==> src/rtl/load_inst_fsm_pkg.sv <==
// Shared constants and state encoding for the boot-time instruction loader.
// LOADINST_LITTLE_ENDIAN_EN (used by the byte assembler) selects LSB-first packing.
package load_inst_fsm_pkg;

    localparam int DEF_UART_BITS        = 8;
    localparam int DEF_INST_ADDRS_BITS  = 10;
    localparam int DEF_INSTRUCTION_BITS = 32;

    localparam int STATE_BITS = 3;

    localparam logic [STATE_BITS-1:0] ST_IDLE       = 3'd0;
    localparam logic [STATE_BITS-1:0] ST_WAIT_COUNT = 3'd1;
    localparam logic [STATE_BITS-1:0] ST_RECV       = 3'd2;
    localparam logic [STATE_BITS-1:0] ST_WRITE      = 3'd3;
    localparam logic [STATE_BITS-1:0] ST_DONE       = 3'd4;

    function automatic int bytes_per_inst(input int inst_bits, input int uart_bits);
        return inst_bits / uart_bits;
    endfunction

endpackage

==> src/rtl/load_inst_fsm_if.sv <==
// Loader bus: UART byte stream in, instruction-memory write port and completion out.
// The slave side is the loader; the master side is whoever drives start/rx bytes.
interface load_inst_fsm_if
    import load_inst_fsm_pkg::*;
#(
    parameter int UART_BITS        = DEF_UART_BITS,
    parameter int INST_ADDRS_BITS  = DEF_INST_ADDRS_BITS,
    parameter int INSTRUCTION_BITS = DEF_INSTRUCTION_BITS
) ();

    // Handshake: i_rx_done is a one-cycle valid strobe with no ready/backpressure;
    // the loader is always ready, so a byte is consumed in exactly the cycle it is strobed.
    logic                        i_start;
    logic                        i_rx_done;
    logic [UART_BITS-1:0]        i_rx_data;
    logic                        o_write_inst_mem;
    logic [INST_ADDRS_BITS-1:0]  o_inst_mem_addr;
    logic [INSTRUCTION_BITS-1:0] o_inst_mem_data;
    logic                        o_done;
    logic [STATE_BITS-1:0]       dbg_state;

    modport master (
        output i_start, i_rx_done, i_rx_data,
        input  o_write_inst_mem, o_inst_mem_addr, o_inst_mem_data, o_done, dbg_state
    );

    modport slave (
        input  i_start, i_rx_done, i_rx_data,
        output o_write_inst_mem, o_inst_mem_addr, o_inst_mem_data, o_done, dbg_state
    );

endinterface

==> src/rtl/load_inst_fsm_inst_byte_assembler.sv <==
// Shift register plus byte counter that packs UART bytes into one instruction word.
// Default packing is MSB-first; LOADINST_LITTLE_ENDIAN_EN packs LSB-first.
module load_inst_fsm_inst_byte_assembler
    import load_inst_fsm_pkg::*;
#(
    parameter int UART_BITS        = DEF_UART_BITS,
    parameter int INSTRUCTION_BITS = DEF_INSTRUCTION_BITS
) (
    input  logic                        clk,
    input  logic                        rst,
    input  logic                        clear_i,
    input  logic                        shift_i,
    input  logic [UART_BITS-1:0]        byte_i,
    output logic [INSTRUCTION_BITS-1:0] word_o,
    output logic                        full_o
);

    localparam int BYTES_PER_INST = bytes_per_inst(INSTRUCTION_BITS, UART_BITS);
    localparam int CNT_BITS       = $clog2(BYTES_PER_INST + 1);

    logic [INSTRUCTION_BITS-1:0] word_q, word_d;
    logic [CNT_BITS-1:0]         cnt_q, cnt_d;

    // Clear and shift may coincide: the shifted byte then counts as byte 0.
    always_comb begin
        word_d = word_q;
        cnt_d  = cnt_q;
        if (clear_i) begin
            cnt_d = '0;
        end
        if (shift_i) begin
`ifdef LOADINST_LITTLE_ENDIAN_EN
            word_d = {byte_i, word_q[INSTRUCTION_BITS-1:UART_BITS]};
`else
            word_d = {word_q[INSTRUCTION_BITS-UART_BITS-1:0], byte_i};
`endif
            cnt_d = cnt_d + CNT_BITS'(1);
        end
    end

    always_ff @(posedge clk) begin
        if (rst) begin
            word_q <= '0;
            cnt_q  <= '0;
        end else begin
            word_q <= word_d;
            cnt_q  <= cnt_d;
        end
    end

    assign word_o = word_q;
    // Asserted when the next accepted byte completes the word.
    assign full_o = (cnt_q == CNT_BITS'(BYTES_PER_INST - 1));

endmodule

==> src/rtl/load_inst_fsm.sv <==
// Boot loader: after i_start takes a count N, then N instructions of bytes, and
// writes them to instruction memory from address 0. Byte order set by LOADINST_LITTLE_ENDIAN_EN.
module load_inst_fsm
    import load_inst_fsm_pkg::*;
#(
    parameter int UART_BITS        = DEF_UART_BITS,
    parameter int INST_ADDRS_BITS  = DEF_INST_ADDRS_BITS,
    parameter int INSTRUCTION_BITS = DEF_INSTRUCTION_BITS
) (
    input  logic           clk,
    input  logic           rst,
    load_inst_fsm_if.slave bus
);

    logic [STATE_BITS-1:0]       state_q, state_d;
    logic [UART_BITS-1:0]        n_q, n_d;
    logic [UART_BITS-1:0]        inst_cnt_q, inst_cnt_d;
    logic [INST_ADDRS_BITS-1:0]  addr_cnt_q, addr_cnt_d;
    logic                        write_q;
    logic                        done_q;
    logic [INST_ADDRS_BITS-1:0]  addr_q;
    logic [INSTRUCTION_BITS-1:0] data_q;

    logic                        asm_clear;
    logic                        asm_shift;
    logic                        asm_full;
    logic [INSTRUCTION_BITS-1:0] asm_word;

    load_inst_fsm_inst_byte_assembler #(
        .UART_BITS        (UART_BITS),
        .INSTRUCTION_BITS (INSTRUCTION_BITS)
    ) u_asm (
        .clk     (clk),
        .rst     (rst),
        .clear_i (asm_clear),
        .shift_i (asm_shift),
        .byte_i  (bus.i_rx_data),
        .word_o  (asm_word),
        .full_o  (asm_full)
    );

    always_comb begin
        state_d    = state_q;
        n_d        = n_q;
        inst_cnt_d = inst_cnt_q;
        addr_cnt_d = addr_cnt_q;
        asm_clear  = 1'b0;
        asm_shift  = 1'b0;
        case (state_q)
            ST_IDLE: begin
                if (bus.i_start) begin
                    state_d    = ST_WAIT_COUNT;
                    inst_cnt_d = '0;
                    addr_cnt_d = '0;
                    asm_clear  = 1'b1;
                end
            end
            ST_WAIT_COUNT: begin
                if (bus.i_rx_done) begin
                    n_d     = bus.i_rx_data;
                    state_d = (bus.i_rx_data == '0) ? ST_DONE : ST_RECV;
                end
            end
            ST_RECV: begin
                if (bus.i_rx_done) begin
                    asm_shift = 1'b1;
                    if (asm_full) begin
                        state_d = ST_WRITE;
                    end
                end
            end
            ST_WRITE: begin
                // A byte strobed here starts the next word rather than being dropped.
                asm_clear  = 1'b1;
                asm_shift  = bus.i_rx_done;
                inst_cnt_d = inst_cnt_q + UART_BITS'(1);
                addr_cnt_d = addr_cnt_q + INST_ADDRS_BITS'(1);
                state_d    = ((inst_cnt_q + UART_BITS'(1)) == n_q) ? ST_DONE : ST_RECV;
            end
            ST_DONE: begin
                state_d = ST_IDLE;
            end
            default: begin
                state_d = ST_IDLE;
            end
        endcase
    end

    always_ff @(posedge clk) begin
        if (rst) begin
            state_q    <= ST_IDLE;
            n_q        <= '0;
            inst_cnt_q <= '0;
            addr_cnt_q <= '0;
            write_q    <= 1'b0;
            done_q     <= 1'b0;
            addr_q     <= '0;
            data_q     <= '0;
        end else begin
            state_q    <= state_d;
            n_q        <= n_d;
            inst_cnt_q <= inst_cnt_d;
            addr_cnt_q <= addr_cnt_d;
            write_q    <= (state_q == ST_WRITE);
            done_q     <= (state_q == ST_DONE);
            if (state_q == ST_WRITE) begin
                addr_q <= addr_cnt_q;
                data_q <= asm_word;
            end
        end
    end

    assign bus.o_write_inst_mem = write_q;
    assign bus.o_inst_mem_addr  = addr_q;
    assign bus.o_inst_mem_data  = data_q;
    assign bus.o_done           = done_q;
    assign bus.dbg_state        = state_q;

endmodule

==> src/flat_wrapper.sv <==
// flat-port wrapper written by rule: the top's interface ports become plain ports
module load_inst_fsm_flat import load_inst_fsm_pkg::*;
#(
    parameter int UART_BITS        = DEF_UART_BITS,
    parameter int INST_ADDRS_BITS  = DEF_INST_ADDRS_BITS,
    parameter int INSTRUCTION_BITS = DEF_INSTRUCTION_BITS
)
  (clk, rst, bus_i_start, bus_i_rx_done, bus_i_rx_data, bus_o_write_inst_mem, bus_o_inst_mem_addr, bus_o_inst_mem_data, bus_o_done, bus_dbg_state);
  load_inst_fsm_if #(.UART_BITS(UART_BITS), .INST_ADDRS_BITS(INST_ADDRS_BITS), .INSTRUCTION_BITS(INSTRUCTION_BITS)) bus_i ();
  input  logic clk;
  input  logic rst;
  input wire logic [$bits(bus_i.i_start)-1:0] bus_i_start;
  input wire logic [$bits(bus_i.i_rx_done)-1:0] bus_i_rx_done;
  input wire logic [$bits(bus_i.i_rx_data)-1:0] bus_i_rx_data;
  output wire logic [$bits(bus_i.o_write_inst_mem)-1:0] bus_o_write_inst_mem;
  output wire logic [$bits(bus_i.o_inst_mem_addr)-1:0] bus_o_inst_mem_addr;
  output wire logic [$bits(bus_i.o_inst_mem_data)-1:0] bus_o_inst_mem_data;
  output wire logic [$bits(bus_i.o_done)-1:0] bus_o_done;
  output wire logic [$bits(bus_i.dbg_state)-1:0] bus_dbg_state;
  assign bus_i.i_start = bus_i_start;
  assign bus_i.i_rx_done = bus_i_rx_done;
  assign bus_i.i_rx_data = bus_i_rx_data;
  assign bus_o_write_inst_mem = bus_i.o_write_inst_mem;
  assign bus_o_inst_mem_addr = bus_i.o_inst_mem_addr;
  assign bus_o_inst_mem_data = bus_i.o_inst_mem_data;
  assign bus_o_done = bus_i.o_done;
  assign bus_dbg_state = bus_i.dbg_state;
  load_inst_fsm #(.UART_BITS(UART_BITS), .INST_ADDRS_BITS(INST_ADDRS_BITS), .INSTRUCTION_BITS(INSTRUCTION_BITS)) u_core (.clk(clk), .rst(rst), .bus(bus_i));
endmodule
==> config.mk <==
export PLATFORM = sky130hd
export DESIGN_NAME = load_inst_fsm_flat
export DESIGN_NICKNAME = d
export VERILOG_FILES = /design/src/rtl/load_inst_fsm_pkg.sv /design/src/rtl/load_inst_fsm_if.sv /design/src/rtl/load_inst_fsm_inst_byte_assembler.sv /design/src/rtl/load_inst_fsm.sv /design/src/flat_wrapper.sv
export SDC_FILE = /design/constraint.sdc
export NUM_CORES = 1
export LEC_CHECK = 0
export BUFFER_PORTS_ARGS = -buffer_cell sky130_fd_sc_hd__buf_2
export CAP_MARGIN = 15
export CORE_ASPECT_RATIO = 0.75
export CORE_MARGIN = 1
export CORE_UTILIZATION = 55
export DETAILED_ROUTE_END_ITERATION = 6
export PLACE_DENSITY_LB_ADDON = 0.2
export RECOVER_POWER = 25
export SYNTH_ARGS = -nofsm -noshare
export SYNTH_HDL_FRONTEND = slang
export SYNTH_HIERARCHICAL = 1
export SYNTH_SLANG_ARGS = --single-unit
==> constraint.sdc <==
create_clock -name clk -period 2.2 [get_ports clk]
set_input_delay 0.11 -clock clk [delete_from_list [all_inputs] [get_ports clk]]
set_output_delay 0.11 -clock clk [all_outputs]
set_load 0.02 [all_outputs]
==> results of run 1 <==
-- flip-flops by register name, summed over array words and instances (netlist names), 3 cells and up --
| signal | count |
|---|---|
| u_core/addr_cnt_q | 10 |
| u_core/bus.dbg_state | 3 |
| u_core/bus.o_inst_mem_addr | 10 |
| u_core/bus.o_inst_mem_data | 32 |
| u_core/inst_cnt_q | 8 |
| u_core/n_q | 8 |
| u_core/u_asm/cnt_q | 3 |
| u_core/u_asm/word_o | 32 |
-- power groups by stage --
stage	clock network [mW]	logic [mW]	registers, mW
after floorplan	0	0.228	2.04
after global placement	0	0.270	2.04
after detailed placement	0	0.274	2.04
after CTS	1.15	0.276	1.99
after global routing	1.25	0.300	2.00
final	1.12	0.277	1.99
-- placed cells by master (no fill, tap or decap), types with 3 or more instances in the layout --
cell type | netlist | layout
buf_2 | 6 | 19
a21oi_1 | 58 | 58
or3_1 | 4 | 4
nand3_1 | 9 | 9
nor4_1 | 9 | 9
xor2_1 | 3 | 3
and3_1 | 7 | 6
xnor2_1 | 7 | 7
nor3_1 | 5 | 5
nand2_1 | 100 | 100
nand4_1 | 3 | 3
buf_4 | 0 | 8
mux2i_1 | 41 | 41
ha_1 | 3 | 3
clkbuf_1 | 16 | 38
clkbuf_8 | 1 | 10
dfxtp_1 | 108 | 108
o21a_1 | 3 | 3
o21ai_0 | 6 | 6
o211ai_1 | 3 | 3
nor2_1 | 60 | 60
-- layer usage --
metal / vias up / global-route usage [%] / wire length, µm
met5: - / 0 / 0
met4: 0 / 7.89 / 73
met2: 98 / 34.3 / 4080
li1: 1773 / - / -
met3: 9 / 6.69 / 629
met1: 1631 / 32.9 / 4590
-- final cells by class --
cell class / count / share of cell area, %
clock inverter: 5 / 0.939
sequential: 108 / 45.1
timing repair buffer: 66 / 6.63
multi-input combinational: 352 / 41.3
tap: 101 / 2.64
inverter: 3 / 0.496
clock buffer: 10 / 2.87
-- stage by stage --
| step | hold WS (ps) | util, % | power [mW] | cell area, µm² | setup slack, ps |
|---|---|---|---|---|---|
| 6_report | 27.5 | 63.6 | 3.39 | 4790 | 221 |
| 5_1_grt | 5.37 | 63.6 | 3.54 | 4790 | 35.4 |
| 4_1_cts | 8.66 | 64.3 | 3.42 | 4840 | 223 |
| 3_5_place_dp | 397 | 61.9 | 2.31 | 4660 | 245 |
| 3_3_place_gp | 395 | 61.9 | 2.31 | 4660 | 279 |
| 2_1_floorplan | 257 | - | 2.27 | 4410 | 54.0 |
-- cell families (layout without fill, tap and decap cells) --
group / after synthesis / in the layout / share of synthesized area (%)
fa+ha+maj: 3 / 3 / 0.851
buf+inv: 37 / 84 / 6.10
flops: 108 / 108 / 49.0
xor+xnor: 11 / 11 / 2.52
simple gates: 214 / 214 / 21.7
mux: 41 / 41 / 9.30
compound gates: 83 / 83 / 10.6
-- path summary, 6_finish.rpt --
kind / startpoint / endpoint
max: u_core/bus.dbg_state[2] / u_core/u_asm/cnt_q[1]
min reg2reg: u_core/bus.o_inst_mem_addr[6] / u_core/bus.o_inst_mem_addr[6]
max reg2reg: u_core/bus.dbg_state[2] / u_core/u_asm/cnt_q[1]
min: bus_i_rx_data[3] / u_core/u_asm/word_o[3]
-- critical path: cells and delay by family, from the launching register on --
kind,cells,cell delay [ps]
muxes,1,130
and+or+nand+nor,4,1050
buffers and inverters,1,70
DFF,1,330
adders and majority gates,1,290
==> results.toml, run 1 <==
[die]
die_height_um = 79.6
start_util_pct = 58.6
io_pins = 59
core_area_um2 = 7530
row_count = 27
fp.dieW_um = 105
die-area_um2 = 8390

[synth]
ys.flop_type = "dfxtp_1"
synth_largest_area_cell = "dfxtp_1"
synthArstFlopShare_pct = 0
netlist_top_cells_area = "dfxtp_1 49%, mux2i_1 9.3%, nand2_1 8.5%"
syn_area_um2 = 4410
synth_edf_count = 0
avgSynthCellArea_um2 = 8.88
syn_nets = 512
synth_cell_types = 51
synth.top_cells.by_count = "108 x dfxtp_1, 100 x nand2_1, 60 x nor2_1"
seq_area_frac_synth_pct = 49.0
yosysMostFrequentCell = "dfxtp_1"
ys_warn_count = 6
ys_ff_latch = 108
syn_inst = 497
synth_top_cell_area_share_pct = 49.0

[run_status]
status = "complete, no violations"

[timing]
fin_skew_ps = 10.5
setup_violations = 0
worst_pin_slew_ps = 805
period_minus_slack_ps = 1980
maxSlewViolCount = 0
finalSetupTns_ps = 0
timing.fmax_mhz = 505
fin_crit_sh_pct = 90.0
maxSlewHeadroom_pct = 46.3
rsz0062_at_grt = "no"
hold_violations = 0

[worst_setup_path]
slowest_stage = "or4b_4"
cp_cell_sequence = "or4b_4 -> and2_4 -> clkinv_8 -> and2b_1 -> ha_1 -> mux2i_1 -> nor2_1"
setup.worst_path.class = "register to register"
worst-endpoint-arrival_ps = 2230
worstPathMaxFanout = 10
startpoint_type = "register"
ff2ff_path_depth = 7
critPathCaptureType = "register"
slowest_delay_ps = 590
reg2reg_slack_ps = 220
crit_required_ps = 2450

[grt]
antenna_found_initial = 0
grt_pass1_wl_mm = 15.4
grt_max_degree = 83
grt_overflow = 0
grt_usage_pct = 23.4
grt_pass1_vias = 3118

[cts]
htree_levels = 3
ctsHoldBuffers = 0
cts-resized-gates = 0
cts.clk_slew.worst_paths_ps = 100
cts_buffers = 9
cts_sinks = 108
cts_buffer_depth = 2
clk-insertion-delay-late_ps = 360
post_cts_buffers = 0
clockRootBuffer = "clkbuf_8"
cts_tree = "yes"

[layout]
syn_to_final_growth_pct = 8.68
drive_gt1_share_pct = 9.74
ff_latch_area_um2 = 2160
multi_input_area_um2 = 1980
antennaDiodeCount = 0
post_layout_nonfiller_instances = 645
final_nets = 555
fillers = 695

[routing]
wirelength_mm = 9.37
vias_per_cell = 5.44
drc = 0
vias = 3511
routedWlPerCell_um = 14.5
firstDrtPassIters = 4
ant_nets = 0
drt_iter0_drc = 257

[hold_path]
hold_path_class = "input port to register"
hold-path-cell-count = 3

[pwr]
ir_worst_vdd_mv = 0.327
swShare_pct = 25.4
net-switching-power_mw = 0.860
p_int_mw = 2.53
power_frac_clock_pct = 33.0
combPwrFrac_pct = 8.2
power.density_nw_per_um2 = 707
leakagePower_nw = 1.67
p_seq_share_pct = 58.8

[place]
dp_hpwl_mm = 6.26
port_buffers = 58
routabilityCongestion = 0.921
placed_cells = 630

[job]
drv_cap = 0
Power figures use the tool's default switching activity.
==> inputs of run 2 (changes only) <==
--- a/config.mk
+++ b/config.mk
@@ -15,5 +15,4 @@
 export RECOVER_POWER = 25
 export SYNTH_ARGS = -nofsm -noshare
 export SYNTH_HDL_FRONTEND = slang
-export SYNTH_HIERARCHICAL = 1
 export SYNTH_SLANG_ARGS = --single-unit
==> run 2 against run 1 <==
- via count rose by 4.5%
- highest routed layer unchanged
- cell count rose by 5.6%
- worst setup slack got worse by 110 ps
- utilization rose by 1.0 points
- clock-buffer cell count did not move
- combinational power fell by 35%
- non-clock buffer count rose by 4
- clock skew barely moved
- critical path type unchanged
- design area fell by 0.18%
==> results.toml, run 2 <==
[hold_path]
hold-path-cell-count = 3
hold_path_class = "input port to register"

[timing]
maxSlewHeadroom_pct = 68.5
rsz0062_at_grt = "no"
timing.fmax_mhz = 480
hold_violations = 0
period_minus_slack_ps = 2080
worst_pin_slew_ps = 473
finalSetupTns_ps = 0
maxSlewViolCount = 0
setup_violations = 0
fin_skew_ps = 10.5
fin_crit_sh_pct = 94.8
worst_slack_ps = 115

[synth]
syn_area_um2 = 4240
syn_inst = 531
synth_xor_xnor_area_share_pct = 2.07
synth.top_cells.by_count = "166 x nand2_1, 108 x dfxtp_1, 90 x a21oi_1"
seq_area_frac_synth_pct = 51.0
synth-simple-area-share_pct = 25.4
synth_top_cell_area_share_pct = 51.0
ys_warn_count = 0
synthArstFlopShare_pct = 0
synth_compound_area_share_pct = 14.0
yosysMostFrequentCell = "nand2_1"
muxShareOfSynthArea_pct = 3.19
syn_nets = 546
avgSynthCellArea_um2 = 7.98
ys_ff_latch = 108
synth_largest_area_cell = "dfxtp_1"
synth_edf_count = 0
netlist_top_cells_area = "dfxtp_1 51%, nand2_1 15%, a21oi_1 11%"
synth_adder_area_share_pct = 0.885
synth_top_family_by_area = "simple AND/OR/NAND/NOR gates"
ys.flop_type = "dfxtp_1"
synth_cell_types = 45

[pwr]
swShare_pct = 25.1
p_seq_share_pct = 60.4
ir_worst_vdd_mv = 0.406
p_int_mw = 2.46
power.density_nw_per_um2 = 687
net-switching-power_mw = 0.825
power_mw = 3.29
leakagePower_nw = 1.61
combPwrFrac_pct = 5.5
power_frac_clock_pct = 34.1

[routing]
wirelength_mm = 9.18
drt_iter0_drc = 173
routedWlPerCell_um = 13.5
dr_wl_met2_mm = 4.36
vias_per_cell = 5.39
firstDrtPassIters = 5
drc = 0
dr_wl_met3_um = 488
vias = 3668
wl_met1_mm = 4.21
ant_nets = 0
top_layer_used = "met4"

[job]
drv_cap = 0

[cts]
cts.clk_slew.worst_paths_ps = 100
clockRootBuffer = "clkbuf_8"
htree_levels = 3
cts_sinks = 108
cts_tree = "yes"
post_cts_buffers = 0
clk-insertion-delay-late_ps = 360
cts_buffers = 9
cts_buffer_depth = 2

[place]
place_ws_ps = 7.03
port_buffers = 58
placed_cells = 662
routabilityCongestion = 0.943
dp_hpwl_mm = 6.13

[grt]
grt_pass1_vias = 3303
antenna_found_initial = 0
grt_max_degree = 52
grt_pass1_wl_mm = 15.0
grt_usage_pct = 23.9
grt_overflow = 0

[worst_setup_path]
ff2ff_path_depth = 6
crit_required_ps = 2460
setup.worst_path.class = "register to register"
cp.depth = 6
cp_cell_sequence = "ha_4 -> nand3_2 -> a311oi_2 -> a211oi_1 -> or4_4 -> o41ai_2"
critPathCaptureType = "register"
worst-endpoint-arrival_ps = 2350
slowest_delay_ps = 550
slowest_stage = "or4_4"
critical_path_buf_inv_count = 0
critical_path.top_delay_family = "simple AND/OR/NAND/NOR gates"
startpoint_type = "register"
worstPathMaxFanout = 8

[run_status]
status = "complete, no violations"

[die]
die_height_um = 78.0
start_util_pct = 57.3
die-area_um2 = 8070
core_area_um2 = 7400
fp.dieW_um = 103
io_pins = 59
row_count = 27

[layout]
syn_to_final_growth_pct = 12.9
final_common_cell = "nand2_1"
final_cell_mix = "166 x nand2_1, 107 x dfxtp_1, 90 x a21oi_1, 38 x clkbuf_1, 34 x nor2_1"
post_layout_nonfiller_instances = 681
antennaDiodeCount = 0
drive_gt1_share_pct = 9.31
final_nets = 590
[run 2: changes by cell type in the layout (fill, tap and decap cells not counted), sizes merged, moves of 3 or more]
cell	change
a21oi	+32
and3	-3
dlygate4sd3	+3
mux2	+4
mux2i	-32
nand2	+66
nor2	-26
nor4	-8
o211ai	-3
[run 2: layout make-up]
cell class | instances | area [µm²]
flip-flops and latches | 108 | 2160
repair buffers | 70 | 354
multi-input cells | 384 | 1950
well taps | 101 | 126
fillers | 698 | 2610
clock buffers | 10 | 128
clock inverters | 6 | 56.3
inverters | 2 | 7.51
[run 2: worst register-to-register path: cells and delay by family (launching register included)]
kind                       cells  cell delay [ps]
and+or+nand+nor                2              710
AOI/OAI and AO/OA              3              640
DFF                            1              440
adders and majority gates      1              200
[run 2: per-layer routing]
layer,up-vias,track usage (%)
li1,1858,-
met1,1695,31.5
met2,103,38.4
met3,12,5.61
met4,0,8.03
met5,-,0
[run 2: power groups by stage]
stage | sequential [mW] | combinational (mW) | clock, mW
floorplan | 2.03 | 0.122 | 0
global placement | 2.03 | 0.173 | 0
detailed placement | 2.03 | 0.175 | 0
CTS | 1.99 | 0.180 | 1.15
global route | 1.99 | 0.198 | 1.24
finish | 1.99 | 0.181 | 1.12
[run 2: cell families after synthesis]
kind of cell             count (synthesis)
AO/OA/AOI/OAI                          109
AND/OR/NAND/NOR                        249
flip-flops                             108
XOR/XNOR                                10
buffers and inverters                   39
multiplexers                            13
adder cells (fa/ha/maj)                  3
[run 2: final timing paths]
check | from | slack, ps | endpoint
worst max-delay path | u_core.inst_cnt_q[1] | 120 | u_core.bus.dbg_state[2]
worst min-delay path | bus_i_rx_data[4] | 10 | u_core.n_q[4]
worst max register to register | u_core.inst_cnt_q[1] | 120 | u_core.bus.dbg_state[2]
worst min register to register | u_core.bus.o_inst_mem_addr[4] | 460 | u_core.bus.o_inst_mem_addr[4]
[run 2: per-stage QoR]
stage                     hold slack [ps]  area, µm²  util [%]
after CTS                           0.996       4820      65.2
after global placement                376       4600      62.2
after global routing                 17.5       4790      64.7
final                                13.3       4790      64.7
after detailed placement              388       4600      62.2
after floorplan                       246       4240         -
[run 2: what timing repair did]
action	in CTS	in global routing
resized for setup	1	2
pin swaps	0	0
hold endpoints to repair	3	0
hold buffers	3	0
setup endpoints to repair	1	1
==> inputs of run 3 (changes only) <==
--- a/config.mk
+++ b/config.mk
@@ -11,7 +11,7 @@
 export CORE_MARGIN = 1
 export CORE_UTILIZATION = 55
 export DETAILED_ROUTE_END_ITERATION = 6
-export PLACE_DENSITY_LB_ADDON = 0.2
+export PLACE_DENSITY = 0.77
 export RECOVER_POWER = 25
 export SYNTH_ARGS = -nofsm -noshare
 export SYNTH_HDL_FRONTEND = slang
==> run 3 against run 2 <==
- total power increased by 3.7%
- die area unchanged
- clock-buffer cell count grew 2
- utilization up 0.32 points
- sequential cell count stayed put
- via count grew 0.25%
- fmax is 4.4% higher
- sequential share of layout area fell by 0.22 points
- worst setup slack better by 88 ps
- largest power group unchanged
==> results.toml, run 3 (synthesized netlist as in run 2, its figures left out) <==
[run_status]
status = "complete, no violations"

[cts]
cts_buffer_depth = 2
post_cts_buffers = 0
cts_buffers = 9
htree_levels = 3
clockRootBuffer = "clkbuf_8"
clk-insertion-delay-late_ps = 360
cts_sinks = 108
cts_tree = "yes"
cts.clk_slew.worst_paths_ps = 90

[grt]
grt_overflow = 0
grt_max_degree = 53
grt_pass1_vias = 3288
grt_usage_pct = 24.3
antenna_found_initial = 0
grt_pass1_wl_mm = 15.2

[place]
routabilityCongestion = 0.898
port_buffers = 58
dpl_cell_area_um2 = 4610
dp_hpwl_mm = 6.15

[pwr]
power_frac_clock_pct = 36.5
combPwrFrac_pct = 5.3
p_int_mw = 2.62
leakagePower_nw = 1.63
power.density_nw_per_um2 = 709
net-switching-power_mw = 0.788
ir_worst_vdd_mv = 0.445
swShare_pct = 23.1
p_seq_share_pct = 58.3

[worst_setup_path]
critPathCaptureType = "register"
reg2reg_slack_ps = 200
startpoint_type = "register"
endpoint = "u_core.bus.dbg_state[2]"
setup.worst_path.class = "register to register"
worst-endpoint-arrival_ps = 2260
r2r_start = "u_core.inst_cnt_q[0]"
worstPathMaxFanout = 6
startpoint = "u_core.inst_cnt_q[0]"
ff2ff_path_depth = 6
r2r_end = "u_core.bus.dbg_state[2]"
crit_required_ps = 2470

[routing]
ant_nets = 0
drt_iter0_drc = 167
vias = 3677
drc = 0
routedWlPerCell_um = 13.4
wirelength_mm = 9.16
vias_per_cell = 5.39
firstDrtPassIters = 4

[layout]
drive_gt1_share_pct = 9.47
final_cell_mix = "166 x nand2_1, 107 x dfxtp_1, 90 x a21oi_1, 38 x clkbuf_1, 34 x nor2_1"
ff_latch_area_um2 = 2160
antennaDiodeCount = 0
syn_to_final_growth_pct = 13.5
final_cell_area_um2 = 4810
fillers = 672
final_common_cell = "nand2_1"
multi_input_area_um2 = 1940
final_nets = 591

[timing]
worst_pin_slew_ps = 572
period_minus_slack_ps = 2000
timing.fmax_mhz = 501
fin_skew_ps = 9.37
hold_violations = 0
setup_violations = 0
rsz0062_at_grt = "no"
maxSlewViolCount = 0
maxSlewHeadroom_pct = 61.9
finalSetupTns_ps = 0
fin_crit_sh_pct = 90.8

[die]
start_util_pct = 57.3
row_count = 27
die_height_um = 78.0
core_area_um2 = 7400
io_pins = 59
fp.dieW_um = 103
die-area_um2 = 8070

[hold_path]
hold_path_class = "input port to register"

[job]
drv_cap = 0
-- run 3: area by class of cell --
cell class                 count  share of cell area, %
multi-input combinational    384                   40.3
sequential                   108                   45.0
clock inverter                 4                   1.14
tap                          101                   2.63
inverter                       2                  0.156
timing repair buffer          71                   7.52
clock buffer                  12                   3.23
-- run 3: how the worst min path moves through the flow --
stage / end / slack [ps] / startpoint / depth (start not counted)
2_1_floorplan: u_core.u_asm.word_o[0] / 250 / bus_i_rx_data[0] / 2
3_3_place_gp: u_core.u_asm.word_o[2] / 380 / bus_i_rx_data[2] / 3
3_5_place_dp: u_core.u_asm.word_o[2] / 390 / bus_i_rx_data[2] / 3
4_1_cts: u_core.n_q[4] / 3 / bus_i_rx_data[4] / 3
5_1_grt: u_core.u_asm.word_o[5] / 10 / bus_i_rx_data[5] / 3
6_report: u_core.n_q[4] / 20 / bus_i_rx_data[4] / 3
-- run 3: metal layers --
layer,vias up,track usage (%),wire [µm]
met3,15,5.97,432
met4,0,8.73,156
met2,95,38.4,4300
li1,1848,-,-
met1,1719,32.3,4260
met5,-,0,0
-- run 3: power groups by stage --
| stage | registers [mW] | logic [mW] | clock network, mW |
|---|---|---|---|
| finish | 1.99 | 0.180 | 1.24 |
| global route | 1.99 | 0.198 | 1.36 |
| CTS | 1.99 | 0.180 | 1.27 |
| detailed placement | 2.03 | 0.175 | 0 |
| global placement | 2.03 | 0.171 | 0 |
| floorplan | 2.03 | 0.122 | 0 |
-- run 3: worst max-delay path, cell delays in order (launching register included) --
cell	delay, ps
dfxtp_2	390
ha_2	240
nand3_2	100
a311oi_2	270
a211oi_1	80
or4_4	550
o41ai_2	280
-- run 3: through the flow --
step	hold WS (ps)	total power, mW	util [%]	setup WS (ps)	cells
after global placement	379	2.20	62.3	243	663
final	18.4	3.41	65.0	203	682
after CTS	2.88	3.44	65.6	96.3	682
after floorplan	246	2.15	-	215	531
after global routing	11.2	3.55	65.0	67.8	682
after detailed placement	386	2.21	62.3	120	663
-- run 3: repair_timing --
| item | CTS | global route |
|---|---|---|
| hold buffers | 3 | 0 |
| hold endpoints to repair | 3 | 0 |
| gates resized for setup | 0 | 2 |
| endpoints found under the setup margin | 0 | 1 |
